## config.mk

```make
export PLATFORM = sky130hd
export DESIGN_NAME = sort_bank_sched_flat
export DESIGN_NICKNAME = d
export VERILOG_FILES = /design/src/rtl/sort_bank_sched_pkg.sv /design/src/rtl/sort_bank_sched_if.sv /design/src/rtl/sort_bank_slot.sv /design/src/rtl/sort_bank_sched.sv /design/src/flat_wrapper.sv
export SDC_FILE = /design/constraint.sdc
export NUM_CORES = 1
export LEC_CHECK = 0
export BUFFER_PORTS_ARGS = -buffer_cell sky130_fd_sc_hd__clkbuf_2
export CORE_MARGIN = 3
export CORE_UTILIZATION = 49
export CTS_BUF_LIST = sky130_fd_sc_hd__clkbuf_8 sky130_fd_sc_hd__clkbuf_16
export DETAILED_ROUTE_END_ITERATION = 16
export GPL_ROUTABILITY_DRIVEN = 0
export PLACE_DENSITY = 0.86
export REMOVE_ABC_BUFFERS = 1
export SYNTH_ARGS = -nofsm -noshare
export SYNTH_HDL_FRONTEND = slang
export SYNTH_SLANG_ARGS = --single-unit
```

## constraint.sdc

```tcl
create_clock -name ctl_clock -period 1.75 [get_ports ctl_clock]
set_clock_uncertainty 0.05 [all_clocks]
set_input_delay 0 -clock ctl_clock [delete_from_list [all_inputs] [get_ports ctl_clock]]
set_output_delay 0 -clock ctl_clock [all_outputs]
set_load 0.05 [all_outputs]
```

## src/rtl/sort_bank_sched_pkg.sv

```systemverilog
// Shared types and width helpers for the banked sort-buffer scheduler.
// Bank state encodings are fixed so downstream debug taps can decode them.
package sort_bank_sched_pkg;

  typedef enum logic [1:0] {
    StFree    = 2'd0,
    StWriting = 2'd1,
    StFull    = 2'd2,
    StReading = 2'd3
  } bank_state_e;

  function automatic int unsigned alt_clogb2(input int unsigned value);
    int unsigned res;
    res = 0;
    for (int i = 0; i < 32; i++) begin
      if ((64'd1 << i) < 64'(value)) res = i + 1;
    end
    return res;
  endfunction

  function automatic int unsigned bank_width(input int unsigned banks);
    return (alt_clogb2(banks) > 1) ? alt_clogb2(banks) : 1;
  endfunction

  function automatic int unsigned addr_width(input int unsigned max_length);
    return alt_clogb2(max_length);
  endfunction

endpackage

```

## src/rtl/sort_bank_sched_if.sv

```systemverilog
// Writer/reader handshake bundle between the scheduler and the input/output blocks.
// The master modport is the scheduler side; slave is the writer/reader side.
interface sort_bank_sched_if
  import sort_bank_sched_pkg::*;
#(
  parameter int unsigned BANKS      = 2,
  parameter int unsigned MAX_LENGTH = 256
);
  localparam int unsigned ADDR_WIDTH = addr_width(MAX_LENGTH);
  localparam int unsigned BANK_WIDTH = bank_width(BANKS);

  logic                  wr_alloc_req;
  logic                  wr_alloc_gnt;
  logic [BANK_WIDTH-1:0] wr_bank;
  logic                  wr_done;
  logic [ADDR_WIDTH-1:0] wr_len;
  logic                  rd_avail;
  logic [BANK_WIDTH-1:0] rd_bank;
  logic [ADDR_WIDTH-1:0] rd_len;
  logic                  rd_take;
  logic                  rd_done;
  logic [BANK_WIDTH:0]   fill_cnt;
  logic                  err_proto;

  modport master (
    input  wr_alloc_req, wr_done, wr_len, rd_take, rd_done,
    output wr_alloc_gnt, wr_bank, rd_avail, rd_bank, rd_len, fill_cnt, err_proto
  );

  modport slave (
    output wr_alloc_req, wr_done, wr_len, rd_take, rd_done,
    input  wr_alloc_gnt, wr_bank, rd_avail, rd_bank, rd_len, fill_cnt, err_proto
  );
endinterface

```

## src/rtl/sort_bank_slot.sv

```systemverilog
// One buffer bank: lifecycle state plus the stored length-1 of its packet.
// Strobes are only honoured in the matching state; the top qualifies them per bank.
module sort_bank_slot
  import sort_bank_sched_pkg::*;
#(
  parameter int unsigned ADDR_WIDTH = 8
) (
  input  logic                  i_clk,
  input  logic                  i_rst_n,
  input  logic                  i_grant,
  input  logic                  i_done,
  input  logic                  i_take,
  input  logic                  i_release,
  input  logic [ADDR_WIDTH-1:0] i_len,
  output bank_state_e           o_state,
  output logic [ADDR_WIDTH-1:0] o_len
);
  bank_state_e           r_state;
  logic [ADDR_WIDTH-1:0] r_len;

  always_ff @(posedge i_clk or negedge i_rst_n) begin
    if (!i_rst_n) begin
      r_state <= StFree;
      r_len   <= '0;
    end else begin
      unique case (r_state)
        StFree:    if (i_grant) r_state <= StWriting;
        StWriting: if (i_done) begin
          r_state <= StFull;
          r_len   <= i_len;
        end
        StFull:    if (i_take) r_state <= StReading;
        StReading: if (i_release) r_state <= StFree;
      endcase
    end
  end

  assign o_state = r_state;
  assign o_len   = r_len;
endmodule

```

## src/rtl/sort_bank_sched.sv

```systemverilog
// Round-robin bank scheduler: grants free banks to the writer and presents filled
// banks to the reader in fill order, so capture of one packet overlaps readout of the last.
module sort_bank_sched
  import sort_bank_sched_pkg::*;
#(
  parameter int unsigned BANKS      = 2,
  parameter int unsigned MAX_LENGTH = 256
) (
  input  logic                    ctl_clock,
  input  logic                    ctl_reset_n,
  sort_bank_sched_if.master       bus
);
  localparam int unsigned ADDR_WIDTH = addr_width(MAX_LENGTH);
  localparam int unsigned BANK_WIDTH = bank_width(BANKS);

  bank_state_e           w_state [BANKS];
  logic [ADDR_WIDTH-1:0] w_len   [BANKS];

  logic [BANK_WIDTH-1:0] r_wr_ptr, r_rd_ptr, r_wr_bank, r_rd_bank;
  logic                  r_wr_open, r_wr_alloc_gnt, r_rd_avail, r_err_proto;
  logic [ADDR_WIDTH-1:0] r_rd_len;
  logic [BANK_WIDTH:0]   r_fill_cnt;

  logic w_grant, w_wr_done_ok, w_take_ok, w_rd_done_ok, w_err;

  function automatic logic [BANK_WIDTH-1:0] next_ptr(input logic [BANK_WIDTH-1:0] p);
    return (p == BANK_WIDTH'(BANKS - 1)) ? '0 : p + 1'b1;
  endfunction

  // wr_open gates the grant, so a wr_done in the same cycle as a request defers the grant.
  assign w_grant      = bus.wr_alloc_req && !r_wr_open && (w_state[r_wr_ptr] == StFree);
  assign w_wr_done_ok = bus.wr_done && r_wr_open;
  assign w_take_ok    = bus.rd_take && r_rd_avail;
  assign w_rd_done_ok = bus.rd_done && (w_state[r_rd_ptr] == StReading);
  assign w_err        = (bus.wr_done && !r_wr_open) || (bus.rd_take && !r_rd_avail) ||
                        (bus.rd_done && !w_rd_done_ok);

  for (genvar b = 0; b < BANKS; b++) begin : g_slot
    sort_bank_slot #(
      .ADDR_WIDTH(ADDR_WIDTH)
    ) u_slot (
      .i_clk     (ctl_clock),
      .i_rst_n   (ctl_reset_n),
      .i_grant   (w_grant && (r_wr_ptr == BANK_WIDTH'(b))),
      .i_done    (w_wr_done_ok && (r_wr_ptr == BANK_WIDTH'(b))),
      .i_take    (w_take_ok && (r_rd_ptr == BANK_WIDTH'(b))),
      .i_release (w_rd_done_ok && (r_rd_ptr == BANK_WIDTH'(b))),
      .i_len     (bus.wr_len),
      .o_state   (w_state[b]),
      .o_len     (w_len[b])
    );
  end

  always_ff @(posedge ctl_clock or negedge ctl_reset_n) begin
    if (!ctl_reset_n) begin
      r_wr_ptr       <= '0;
      r_rd_ptr       <= '0;
      r_wr_bank      <= '0;
      r_rd_bank      <= '0;
      r_wr_open      <= 1'b0;
      r_wr_alloc_gnt <= 1'b0;
      r_rd_avail     <= 1'b0;
      r_rd_len       <= '0;
      r_fill_cnt     <= '0;
      r_err_proto    <= 1'b0;
    end else begin
      r_wr_alloc_gnt <= w_grant;
      if (w_grant) begin
        r_wr_open <= 1'b1;
        r_wr_bank <= r_wr_ptr;
      end else if (w_wr_done_ok) begin
        r_wr_open <= 1'b0;
        r_wr_ptr  <= next_ptr(r_wr_ptr);
      end
      // A take this cycle must drop rd_avail at once, not one cycle later.
      r_rd_avail <= (w_state[r_rd_ptr] == StFull) && !w_take_ok;
      r_rd_bank  <= r_rd_ptr;
      r_rd_len   <= w_len[r_rd_ptr];
      if (w_rd_done_ok) r_rd_ptr <= next_ptr(r_rd_ptr);
      unique case ({w_wr_done_ok, w_rd_done_ok})
        2'b10:   r_fill_cnt <= r_fill_cnt + 1'b1;
        2'b01:   r_fill_cnt <= r_fill_cnt - 1'b1;
        default: r_fill_cnt <= r_fill_cnt;
      endcase
      if (w_err) r_err_proto <= 1'b1;
    end
  end

  assign bus.wr_alloc_gnt = r_wr_alloc_gnt;
  assign bus.wr_bank      = r_wr_bank;
  assign bus.rd_avail     = r_rd_avail;
  assign bus.rd_bank      = r_rd_bank;
  assign bus.rd_len       = r_rd_len;
  assign bus.fill_cnt     = r_fill_cnt;
  assign bus.err_proto    = r_err_proto;
endmodule

```

## src/flat_wrapper.sv

```systemverilog
// flat-port wrapper written by rule: the top's interface ports become plain ports
module sort_bank_sched_flat import sort_bank_sched_pkg::*;
#(
  parameter int unsigned BANKS      = 2,
  parameter int unsigned MAX_LENGTH = 256
)
  (ctl_clock, ctl_reset_n, bus_wr_alloc_req, bus_wr_done, bus_wr_len, bus_rd_take, bus_rd_done, bus_wr_alloc_gnt, bus_wr_bank, bus_rd_avail, bus_rd_bank, bus_rd_len, bus_fill_cnt, bus_err_proto);
  sort_bank_sched_if #(.BANKS(BANKS), .MAX_LENGTH(MAX_LENGTH)) bus_i ();
  input  logic ctl_clock;
  input  logic ctl_reset_n;
  input wire logic [$bits(bus_i.wr_alloc_req)-1:0] bus_wr_alloc_req;
  input wire logic [$bits(bus_i.wr_done)-1:0] bus_wr_done;
  input wire logic [$bits(bus_i.wr_len)-1:0] bus_wr_len;
  input wire logic [$bits(bus_i.rd_take)-1:0] bus_rd_take;
  input wire logic [$bits(bus_i.rd_done)-1:0] bus_rd_done;
  output wire logic [$bits(bus_i.wr_alloc_gnt)-1:0] bus_wr_alloc_gnt;
  output wire logic [$bits(bus_i.wr_bank)-1:0] bus_wr_bank;
  output wire logic [$bits(bus_i.rd_avail)-1:0] bus_rd_avail;
  output wire logic [$bits(bus_i.rd_bank)-1:0] bus_rd_bank;
  output wire logic [$bits(bus_i.rd_len)-1:0] bus_rd_len;
  output wire logic [$bits(bus_i.fill_cnt)-1:0] bus_fill_cnt;
  output wire logic [$bits(bus_i.err_proto)-1:0] bus_err_proto;
  assign bus_i.wr_alloc_req = bus_wr_alloc_req;
  assign bus_i.wr_done = bus_wr_done;
  assign bus_i.wr_len = bus_wr_len;
  assign bus_i.rd_take = bus_rd_take;
  assign bus_i.rd_done = bus_rd_done;
  assign bus_wr_alloc_gnt = bus_i.wr_alloc_gnt;
  assign bus_wr_bank = bus_i.wr_bank;
  assign bus_rd_avail = bus_i.rd_avail;
  assign bus_rd_bank = bus_i.rd_bank;
  assign bus_rd_len = bus_i.rd_len;
  assign bus_fill_cnt = bus_i.fill_cnt;
  assign bus_err_proto = bus_i.err_proto;
  sort_bank_sched #(.BANKS(BANKS), .MAX_LENGTH(MAX_LENGTH)) u_core (.ctl_clock(ctl_clock), .ctl_reset_n(ctl_reset_n), .bus(bus_i));
endmodule
```

* After elaboration in Yosys (flattened, before gate mapping) *
Index checks and enable logic that the tools add are counted.

operators by class
  add/subtract/negate cells = 4
  order comparisons = 2
  equality and inequality tests = 18
  multiplexer cells = 24
  bitwise operators = 5
  reduce and logical (&&, ||, !) cells = 33

operators by type and width
  cell                   count
  $mux W2                14
  $mux W8                3
  $logic_and A1 B1 Y1    17
  $ne A2 B2 Y1 const B   8
  $pmux W2 S4            2
  $eq A2 B2 Y1 const B   7
  $reduce_and A4 Y1      2
  $eq A2 B1 Y1 const B   3
  $logic_not A2 Y1       3
  $reduce_and A2 Y1      3
  $ge A2 B2 Y1 const B   2
  $logic_not A1 Y1       4
  $mux W1                4
  $not A1 Y2             2
  $pmux W2 S2            1
  $reduce_bool A2 Y1     2
  $not A1 Y1             3
  $add A1 B1 Y1 const B  2
  $add A2 B1 Y2 const B  1
  $logic_or A1 B1 Y1     2
  $sub A2 B1 Y2 const B  1

word-level totals
  flip-flop bits (word level) = 38
  bits of input ports = 14
  output and inout port bits = 15
  logic and storage cells = 100

* Depth between registers and ports, before layout *
  word-level depth = 9
  gate-level depth with buffers = 8
  depth with buffers taken out = 7

* Modules after synthesis *
A second synthesis with hierarchy kept.

unflattened totals
  cell total of the unflattened synthesis = 136
  area, all modules = 1799.2 µm²

modules (own cells, without submodules)
  module           times used  cells each  area an instance (µm²)  sequential area each (µm²)
  sort_bank_slot   2           34          500.5                   250.2
  sort_bank_sched  1           68          798.3                   450.4

* Least setup slack after synthesis *
OpenSTA, ideal clock, no wires.

  path kind = register -> register
  start = reg u_core.r_wr_open
  end = reg u_core.g_slot[1].u_slot.r_state[1]
  setup time = 125 ps
  arrival time = 1570 ps
  required time = 1575 ps
  path slack = 5 ps
  stages on the path, launching flop included = 6
  buffers on the path = 1
  period minus slack after synthesis = 1745 ps
  path through = dfrtp_1 > buf_6 > nor4b_1 > nand2_1 > a221oi_2 > mux2_2

between the ends
  longest elaborated chain between the ends = 6
  elaborated cells on any way between the ends = 9
  classes of those cells = 2 x eq/ne; 7 x reduce/logical

ends and longest elaborated chain
  what                              line                   text
  from (decl)                       sort_bank_sched.sv:20  logic r_wr_open, r_wr_alloc_gnt, r_rd_avail, r_err_proto;
  from (signal assigned)            sort_bank_sched.sv:60  r_wr_open <= 1'b0;
  from (signal assigned)            sort_bank_sched.sv:69  r_wr_open <= 1'b1;
  from (signal assigned)            sort_bank_sched.sv:72  r_wr_open <= 1'b0;
  $logic_not A1 Y1                  sort_bank_sched.sv:31  assign w_grant = bus.wr_alloc_req && !r_wr_open && (w_state[r_wr_ptr] == StFree);
  $logic_and A1 B1 Y1 (2 in a row)  sort_bank_sched.sv:31
  $logic_and A1 B1 Y1               sort_bank_sched.sv:44  .i_grant (w_grant && (r_wr_ptr == BANK_WIDTH'(b))),
  $ne A2 B2 Y1 (no line)            --
  $reduce_and A4 Y1 (no line) (*)   --
  to (signal assigned)              sort_bank_slot.sv:29   r_state <= StFull;
  to (signal assigned)              sort_bank_slot.sv:32   StFull: if (i_take) r_state <= StReading;
  to (signal assigned)              sort_bank_slot.sv:33   StReading: if (i_release) r_state <= StFree;
  to (decl)                         sort_bank_slot.sv:18   bank_state_e r_state;

Every way passes the cells marked *; elsewhere a longest branch is shown, timed or not.
A chain may end at the register's enable or synchronous reset.

* Worst setup path after layout *
  start = reg u_core.g_slot[1].u_slot.r_state[1]
  end = reg u_core.g_slot[1].u_slot.r_state[1]

between the ends
  longest elaborated chain between the ends = 8
  elaborated cells on any way between the ends = 22
  classes of those cells = 8 x eq/ne; 7 x mux; 7 x reduce/logical

ends and longest elaborated chain
  what                                              line                                          text
  from (signal assigned)                            sort_bank_slot.sv:23                          r_state <= StFree;
  from (signal assigned)                            sort_bank_slot.sv:27                          StFree: if (i_grant) r_state <= StWriting;
  from (signal assigned)                            sort_bank_slot.sv:29
  $mux W2 (on tied branches) (3 in a row)           sort_bank_sched.sv:34, sort_bank_sched.sv:31
  $eq A2 B2 Y1 or $logic_not A2 Y1 (tied branches)  sort_bank_sched.sv:34, sort_bank_sched.sv:31
  $logic_and A1 B1 Y1 (on tied branches)            sort_bank_sched.sv:34, sort_bank_sched.sv:31
  $logic_and A1 B1 Y1 (on tied branches)            sort_bank_sched.sv:47, sort_bank_sched.sv:44
  $ne A2 B2 Y1 (no line)                            --
  $reduce_and A4 Y1 (no line)                       --

Several ways; a longest one is shown, not always the timed one. The select of a mux whose other input is x is not followed.

==> metrics.yaml <==
die_w_um: 65.5
seq_area_frac_synth_pct: 54.8
synthTopCellsByArea: "dfrtp_1, mux2_2, ha_1"
crit_path_top_delay_cell: "dfrtp_2"
nets: 214
crit_fanout: 4
dr.pass1.iters: 4
dominantRegCellSynth: "dfrtp_1"
htreeDepth: 2
relSlewSlack_pct: 68.3
dpl.hpwl_um: 2560
first_global_vias: 1369
worst_pin_slew_ns: 0.476
highest_layer: "met4"
grt_max_degree: 20
min_period_ns: 1.74
pre_cts_ws_ns: -0.0755
r2r-end: "u_core.g_slot[1].u_slot.o_state[1]$_DFFE_PN0P_"
syn_avg_cell_area_um2: 13.1
numClockSinks: 38
drive_gt1_share_pct: 46.3
clock_path_buffers: 2
power_density_nw_per_um2: 2010
r2r-start: "u_core.g_slot[1].u_slot.o_state[1]$_DFFE_PN0P_"
yosysMostFrequentCell: "dfrtp_1"
synth_mux_area_share_pct: 17.7
route.detailed.drc: 0
track_usage_pct: 18.7
totalWireLength_um: 3620
max_freq_mhz: 576
finalSetupTns_ns: 0
grt-ovfl-total: 0
wl_met2_um: 1890
cp-start-kind: "register"
antenna_found_initial: 0
viasPerCell: 5.34
status: "completed"
postLayoutSetupSlackWorst_ns: 0.0128
cts_buffers: 5
path_cells: "buf_6, ha_1, a22o_1, a221oi_2, mux2_4"
cp.depth: 5
yosys_register_bits: 38
fp-row-count: 20
avgRoutedWirePerCell_um: 15.5
rsz0062_at_grt: "true"
hp-class: "in -> async"
cp.arrival_ns: 1.86
critPathCaptureType: "register"
wl_met1_um: 1450
nFillCells: 238
synth.yosys.warnings: 0
worst_hold_slack_ns: 0.149
regToRegSetupSlack_ns: 0.01
p_leak_nw: 1.12
synth_top_cell_by_area: "dfrtp_1"
cts_tree: "yes"
dr_total_vias: 1249
synthToLayoutAreaGrowth_pct: 34.0
synth_top_family_by_area: "multiplexers"
finalHoldViolCount: 0
synth_xor_area_share_pct: 2.02
crit_type: "reg -> reg"
async_reset_ff_share_pct: 100
irDropWorstVdd_uv: 1100
synth_top_area_share_pct: 54.8
netlist-cell-type-count: 32
clk_pin_slew_ns: 0.07
cts-root-buf: "clkbuf_8"
path_buf_inv: 1
crit_path_end: "u_core.g_slot[1].u_slot.o_state[1]$_DFFE_PN0P_"
reg2regPathDepth: 5
grt_pass1_wl_um: 6040
fin_crit_sh_pct: 99.3
slowest_delay_ns: 0.45
setup_violations: 0
num_antenna_cells: 0
critPathLaunch: "u_core.g_slot[1].u_slot.o_state[1]$_DFFE_PN0P_"
synth_cells: 132
crit_required_ns: 1.87
synth_compound_gate_area_share_pct: 6.71
synth-adder-area-share_pct: 7.94
cap_violations: 0
clk_latency_ns: 0.29
synthSimpleGateAreaFrac_pct: 7.79
synth_edf_count: 0
die_h_um: 65.5
die-area_um2: 4290
first_iter_violations: 48
coreArea_um2: 3200
io_buffers: 28
num_io_pins: 29
synth_common_cells: "dfrtp_1, mux2_2, ha_1"
critPathTopFamily: "compound AO/OA/AOI/OAI gates"
start_util_pct: 54.1
syn_area_um2: 1730
drv_slew: 0
ant_nets: 0
met3_length_um: 215
per-stage QoR:
| stage | total power [mW] | utilization [%] | std cells | area [um2] |
|---|---|---|---|---|
| 2_1_floorplan | 2.99 | - | 128 | 1710 |
| 3_3_place_gp | 3.48 | 62.3 | 212 | 2000 |
| 3_5_place_dp | 3.62 | 62.3 | 212 | 2000 |
| 4_1_cts | 4.57 | 71.3 | 234 | 2280 |
| 5_1_grt | 4.92 | 72.5 | 234 | 2320 |
| 6_report | 4.66 | 72.5 | 234 | 2320 |
final cells by class:
type / count / area, um2 / area share, %
Clock buffer: 6 / 82.6 / 3.55
Clock inverter: 2 / 60.1 / 2.58
Inverter: 8 / 30.0 / 1.29
Multi-Input combinational cell: 82 / 769 / 33.1
Sequential cell: 38 / 955 / 41.1
Tap cell: 44 / 55.1 / 2.37
Timing Repair Buffer: 54 / 372 / 16.0
how the worst min path moves through the flow:
stage | to
final | u_core.g_slot[0].u_slot.o_len[4]$_DFFE_PN0P_
after global routing | u_core.g_slot[0].u_slot.o_len[4]$_DFFE_PN0P_
after CTS | u_core.bus.err_proto$_DFFE_PN0P_
after detailed placement | u_core.bus.fill_cnt[0]$_DFFE_PN0P_
after global placement | u_core.bus.fill_cnt[1]$_DFFE_PN0P_
after floorplan | u_core.bus.err_proto$_DFFE_PN0P_
kinds of logic (layout without fill, tap and decap cells):
| family | Yosys count | in the layout |
|---|---|---|
| fa+ha+maj | 11 | 11 |
| mux | 27 | 27 |
| xor+xnor | 4 | 4 |
| simple gates | 24 | 24 |
| buf+inv | 12 | 70 |
| flops | 38 | 38 |
| compound gates | 16 | 16 |
power breakdown:
part | internal (mW) | switching (mW)
Combinational | 0.952 | 1.22
Sequential | 1.29 | 0.300
Clock | 0.608 | 0.293
Total | 2.85 | 1.81
flip-flops by register name, summed over array words and instances, names as in the netlist:
| name | flops |
|---|---|
| u_core.r_wr_ptr | 1 |
| u_core.r_wr_open | 1 |
| u_core.bus.err_proto | 1 |
| u_core.bus.rd_bank | 1 |
| u_core.bus.fill_cnt | 2 |
| u_core.g_slot.u_slot.o_state | 4 |
| u_core.bus.wr_bank | 1 |
| u_core.r_rd_ptr | 1 |
| u_core.bus.rd_avail | 1 |
| u_core.g_slot.u_slot.o_len | 16 |
| u_core.bus.rd_len | 8 |
| u_core.bus.wr_alloc_gnt | 1 |
layout by cell type (no fill, tap or decap), types with 2 or more instances in the layout:
cell,Yosys,final
dfrtp_2,0,3
nor2_1,4,3
buf_4,0,12
clkbuf_8,0,6
mux2_2,25,24
xnor2_1,3,3
dfrtp_1,38,35
a21oi_1,2,2
clkbuf_2,0,28
nand3_1,3,3
bufinv_16,0,2
ha_1,11,10
inv_2,0,2
mux2_4,1,2
nand2_1,8,8
inv_1,8,6
o21ai_0,5,5
nand4_1,2,2
dlygate4sd3_1,0,13
routing by layer:
| metal | vias to the layer above | GRT usage [%] |
|---|---|---|
| met5 | - | 0 |
| met4 | 0 | 6.48 |
| met3 | 7 | 4.27 |
| met2 | 52 | 33.6 |
| met1 | 614 | 21.8 |
| li1 | 576 | - |
repair_timing:
item | 4_1_cts | 5_1_grt
gates resized for setup | 1 | 11
setup buffers | 1 | 0
hold endpoints to repair | 37 | 0
pin swaps | 1 | 5
cloned | 0 | 0
hold buffers | 13 | 0
endpoints found under the setup margin | 9 | 3
No activity file was read; power rests on OpenSTA's default activity.
